## config.mk

```make
export PLATFORM = sky130hd
export DESIGN_NAME = wave_gen_multi
export DESIGN_NICKNAME = d
export VERILOG_FILES = /design/src/rtl/wave_gen_multi.sv
export SDC_FILE = /design/constraint.sdc
export NUM_CORES = 1
export LEC_CHECK = 0
export ABC_AREA = 1
export CAP_MARGIN = 0
export CORE_UTILIZATION = 55
export DETAILED_ROUTE_END_ITERATION = 8
export GPL_TIMING_DRIVEN = 0
export HOLD_SLACK_MARGIN = 0.1
export PLACE_DENSITY = 0.72
export SETUP_SLACK_MARGIN = 0.5
export SYNTH_ARGS = -nofsm -noshare
export SYNTH_HDL_FRONTEND = slang
export SYNTH_SLANG_ARGS = --single-unit
export TNS_END_PERCENT = 5
```

## constraint.sdc

```tcl
create_clock -name clk -period 7.75 [get_ports clk]
set_input_delay 1.1625 -clock clk [delete_from_list [all_inputs] [get_ports clk]]
set_output_delay 1.1625 -clock clk [all_outputs]
set_load 0.1 [all_outputs]
```

## src/rtl/wave_gen_multi.sv

```systemverilog
// Multi-channel DDS waveform generator. Each channel's config is written to a
// shadow copy and only takes effect on its accumulator wrap, keeping periods whole.
module wave_gen_multi #(
  parameter int NUM_CH  = 2,
  parameter int OUT_W   = 8,
  parameter int PHASE_W = 32
) (
  input  logic                    clk,
  input  logic                    rst_n,
  input  logic                    cfg_valid,
  output logic                    cfg_ready,
  input  logic [2:0]              cfg_ch,
  input  logic [1:0]              cfg_addr,
  input  logic [PHASE_W-1:0]      cfg_data,
  input  logic                    sync,
  output logic [NUM_CH*OUT_W-1:0] wave_out,
  output logic [NUM_CH-1:0]       wrap_out
);

  typedef enum logic [1:0] {MODE_SAW, MODE_TRI, MODE_PULSE, MODE_SQUARE} mode_e;
  typedef enum logic [1:0] {ADDR_FREQ, ADDR_DUTY, ADDR_OFFSET, ADDR_CTRL} addr_e;

  typedef struct packed {
    logic       restart;
    logic       enable;
    logic [1:0] amp_shift;
    mode_e      mode;
  } ctrl_t;

  localparam logic signed [OUT_W-1:0] POS_PEAK = {1'b0, {(OUT_W-1){1'b1}}};
  localparam logic signed [OUT_W-1:0] NEG_PEAK = {1'b1, {(OUT_W-2){1'b0}}, 1'b1};

  logic [NUM_CH-1:0] pending;
  logic [7:0]        pending_pad;
  logic              ch_valid;

  // Pad to the full 3-bit channel space so any cfg_ch indexes safely.
  // NOTE: every variable written in always_comb gets a default first so no latch is inferred.
  always_comb begin
    pending_pad = '0;
    pending_pad[NUM_CH-1:0] = pending;
  end

  assign ch_valid  = ({1'b0, cfg_ch} < 4'(NUM_CH));
  assign cfg_ready = !ch_valid || !pending_pad[cfg_ch];

  for (genvar k = 0; k < NUM_CH; k++) begin : g_ch
    logic [PHASE_W-1:0]      sh_freq, sh_duty, sh_off;
    logic [PHASE_W-1:0]      act_freq, act_duty, act_off;
    logic [PHASE_W-1:0]      acc, phase;
    ctrl_t                   sh_ctrl, act_ctrl;
    logic                    pend, accept, carry, commit, wrap_q;
    logic [PHASE_W:0]        sum;
    logic [OUT_W-1:0]        t;
    logic [OUT_W-2:0]        tri_f;
    logic signed [OUT_W-1:0] raw, wave_q;

    assign accept = cfg_valid && (cfg_ch == 3'(k)) && !pend;
    assign sum    = {1'b0, acc} + {1'b0, act_freq};
    assign carry  = act_ctrl.enable && sum[PHASE_W];
    // A disabled channel never wraps, so it commits on the first edge after pending.
    assign commit = pend && (carry || !act_ctrl.enable);

    always_comb begin
      phase = acc + act_off;
      t     = phase[PHASE_W-1 -: OUT_W];
      tri_f = t[OUT_W-2:0] ^ {(OUT_W-1){t[OUT_W-1]}};
      raw   = '0;
      unique case (act_ctrl.mode)
        MODE_SAW:    raw = {~t[OUT_W-1], t[OUT_W-2:0]};
        // 2f - M: doubling is a left shift, subtracting M flips the MSB.
        MODE_TRI:    raw = {~tri_f[OUT_W-2], tri_f[OUT_W-3:0], 1'b0};
        MODE_PULSE:  raw = (phase < act_duty) ? POS_PEAK : NEG_PEAK;
        MODE_SQUARE: raw = t[OUT_W-1] ? NEG_PEAK : POS_PEAK;
      endcase
    end

    // NOTE: sequential state uses non-blocking assignments so every register
    // samples pre-edge values regardless of statement order.
    always_ff @(posedge clk or negedge rst_n) begin
      if (!rst_n) begin
        sh_freq  <= '0;
        sh_duty  <= '0;
        sh_off   <= '0;
        sh_ctrl  <= '0;
        act_freq <= '0;
        act_duty <= '0;
        act_off  <= '0;
        act_ctrl <= '0;
        acc      <= '0;
        pend     <= 1'b0;
        wrap_q   <= 1'b0;
        wave_q   <= '0;
      end else begin
        if (accept) begin
          unique case (addr_e'(cfg_addr))
            ADDR_FREQ:   sh_freq <= cfg_data;
            ADDR_DUTY:   sh_duty <= cfg_data;
            ADDR_OFFSET: sh_off  <= cfg_data;
            ADDR_CTRL: begin
              sh_ctrl <= ctrl_t'(cfg_data[5:0]);
              pend    <= 1'b1;
            end
          endcase
        end
        if (commit) begin
          act_freq <= sh_freq;
          act_duty <= sh_duty;
          act_off  <= sh_off;
          act_ctrl <= sh_ctrl;
          pend     <= 1'b0;
        end

        if (act_ctrl.enable && sync)       acc <= '0;
        else if (commit && sh_ctrl.restart) acc <= '0;
        else if (act_ctrl.enable)          acc <= sum[PHASE_W-1:0];

        wrap_q <= carry;
        if (act_ctrl.enable) wave_q <= raw >>> act_ctrl.amp_shift;
        else                 wave_q <= '0;
      end
    end

    assign pending[k]                   = pend;
    assign wrap_out[k]                  = wrap_q;
    assign wave_out[k*OUT_W +: OUT_W]   = wave_q;
  end

endmodule
```

==> metrics <==
status=finished, final reports clean; most frequent CP cell=nand2_1; total gr overflow=0; Layout Skew=0.0166 ns; die area=52600 um2; largest net degree at the start of global routing=121; Clock Pin Slew Worst Setup and Hold Paths=0.06 ns; asr flop ratio synth=1.00; CTS tree=done; startpoint types=flop; Multi-input gate area=14000 um2; crit share post-route=0.599; register bit total from synthesis=490; ant diodes=0; number of global-route vias before repair=23400; Mapped Area=28400 um2; Placer Congestion=0.970; DRT Pass-1 Iters=7; FMAX=216 MHz; synthesized net count=3985; area delta synth->final=12.1%; average cell area after synthesis=7.58 um2; Max clock buf depth=3; first-pass GRT wire length=129 mm; fillers=4627; Post-synth top flop=dfrtp_1; crit path max fanout=6; DR vias/cell=5.42; top sig layer=met4; Leak=17.3 nW; DIE WIDTH=229 um; CP Capture Type=flop; # rows=82; Final Max Tran Viols=0; area leader, netlist=dfrtp_1; length of routed met2 wiring=34.3 mm; HPWL after DPL=63.4 mm; antenna violations before repair=3; area share of the largest cell type after synthesis=0.431; DR WL met3=6.91 mm; io pins=60; placed instance area=30000 um2; Crit path largest cell delay=0.54 ns; Post-Synthesis Cells=3752; Post-Route WL=82.1 mm; nets=4103; Post-CTS Hold Buffers=0; slowest stage cell, crit path=nor3b_1; final hold vios=0; post-cts sizing count=0; drt first-iter violations=2344; Worst slew margin=0.265; Num Clock Sinks=490; placed cells=4487; share of cells above drive strength 1=0.0565; DRC violations left=0; post-synthesis sequential area ratio=0.431; I/O Buffers=58; htree depth=2; clk_lat worst skew=0.62 ns; Min Clock Period, post-route=4.64 ns; Via Count=24900; RSZ-0062 raised after global routing=no; Worst EP arrival=5.14 ns; Yosys cell types=49; Pwr Density=415 nW/um2; Worst-Margin Slew=1.10 ns; Core Area=50600 um2; met1 WL=38.4 mm; Layout Cells excl Fill=4586; Antenna Violating Nets Remaining=0; Design Area, Final=31900 um2; Max-Cap Viols=0; largest cells by area after synthesis=dfrtp_1 43%, nand2_1 19%, ha_1 8.3%; Crit Path Class=reg -> reg; yosys warns=0; Crit path required time=8.25 ns; Post-CTS Setup Inserts=0; most frequent cells in the layout=1432 x nand2_1, 490 x dfrtp_1, 405 x inv_1; VDD IR max=252 uV; setup_tns=0 ns; root buf cell=clkbuf_16; initial cell density of the core=0.562; FF+latch area=12300 um2; Die Y-Extent=229 um; total track usage=0.316; Final setup viols=0; commonest non-fill, non-tap cell in the layout=nand2_1; EDFF count, synth=0; wire length per cell=17.9 um; Hold WC Path Type=in -> async; total CTS buffers=53
==> registers in the layout (all words and copies together), names as in the netlist <==
signal / count
g_ch.pend: 2
g_ch.act_freq: 64
g_ch.wrap_q: 2
g_ch.sh_off: 64
g_ch.act_ctrl: 10
g_ch.wave_q: 16
g_ch.sh_ctrl: 12
g_ch.acc: 64
g_ch.sh_duty: 64
g_ch.act_off: 64
g_ch.act_duty: 64
g_ch.sh_freq: 64
==> synthesized netlist by cell type, types with 3 or more instances <==
library cell and count:
a211oi_1 3, a21boi_0 3, a21o_1 18, a21o_2 3
a21oi_1 154, a21oi_2 3, a221oi_1 4, a22o_1 4
a31oi_1 32, and2_1 8, buf_2 17, buf_4 20
buf_6 15, clkbuf_1 49, dfrtp_1 490, fa_1 4
ha_1 188, inv_1 405, inv_2 5, nand2_1 1432
nand2_2 8, nand3_1 135, nand3_2 5, nand3b_1 3
nand4_1 11, nor2_1 203, nor3_1 19, nor4_1 5
o211ai_1 9, o21a_1 3, o21ai_0 271, o21ai_1 46
o21ai_2 37, o21bai_1 11, o31ai_1 15, or2_2 6
xnor2_1 45, xor2_1 48
==> final timing paths <==
| path | end | cells past startpoint | slack (ns) | start |
|---|---|---|---|---|
| worst min-delay path | g_ch[0].wrap_q | 1 | 0.43 | rst_n |
| worst min register to register | g_ch[1].act_off[4] | 2 | 0.47 | g_ch[1].sh_off[4] |
| worst max register to register | g_ch[1].wave_q[1] | 28 | 3.11 | g_ch[1].acc[0] |
| max in group asynchronous | g_ch[1].acc[4] | 4 | 5.59 | rst_n |
| worst max-delay path | g_ch[1].wave_q[1] | 28 | 3.11 | g_ch[1].acc[0] |
| min in group clk | g_ch[1].act_off[4] | 2 | 0.47 | g_ch[1].sh_off[4] |
==> cells by family after synthesis <==
group | count (synthesis) | share of synthesized area
AO/OA/AOI/OAI | 622 | 0.124
flip-flops | 490 | 0.431
buffers and inverters | 513 | 0.0751
AND/OR/NAND/NOR | 1842 | 0.256
XOR/XNOR | 93 | 0.0287
adder cells (fa/ha/maj) | 192 | 0.0856
==> where the power goes <==
group	internal [W]	switching (W)	leakage (nW)	total [W]
logic	0.00226	0.00411	9.87	0.00637
clock network	0.00159	0.00111	0.927	0.00270
registers	0.00348	0.000678	6.49	0.00416
==> critical path: cells and delay by family, from the launching register on <==
family / cells / cell delay [ns]
flops: 1 / 0.42
buf+inv: 1 / 0.06
fa+ha+maj: 3 / 0.98
simple gates: 24 / 3.06
==> final cells by class <==
cell class,count,area share
multi-input combinational,2749,0.440
sequential,490,0.385
clock buffer,74,0.0494
inverter,411,0.0484
tap,672,0.0264
timing repair buffer,63,0.0227
buffer,102,0.0186
clock inverter,25,0.00938
==> layer usage <==
| layer | vias up | global-route usage |
|---|---|---|
| met3 | 131 | 0.0695 |
| li1 | 12300 | - |
| met4 | 0 | 0.0994 |
| met1 | 11700 | 0.464 |
| met2 | 817 | 0.463 |
| met5 | - | 0 |
==> per-stage QoR <==
| stage | utilization | hold WS [ns] | power, W | worst slack (ns) |
|---|---|---|---|---|
| 4_1_cts | 0.630 | 0.416 | 0.0132 | 3.20 |
| 6_report | 0.630 | 0.428 | 0.0132 | 3.11 |
| 3_3_place_gp | 0.590 | 0.453 | 0.0103 | -16.34 |
| 5_1_grt | 0.630 | 0.437 | 0.0143 | 2.76 |
| 3_5_place_dp | 0.593 | 0.452 | 0.0105 | 3.23 |
| 2_1_floorplan | - | 0.442 | 0.00869 | 4.33 |
Power figures use the tool's default switching activity.
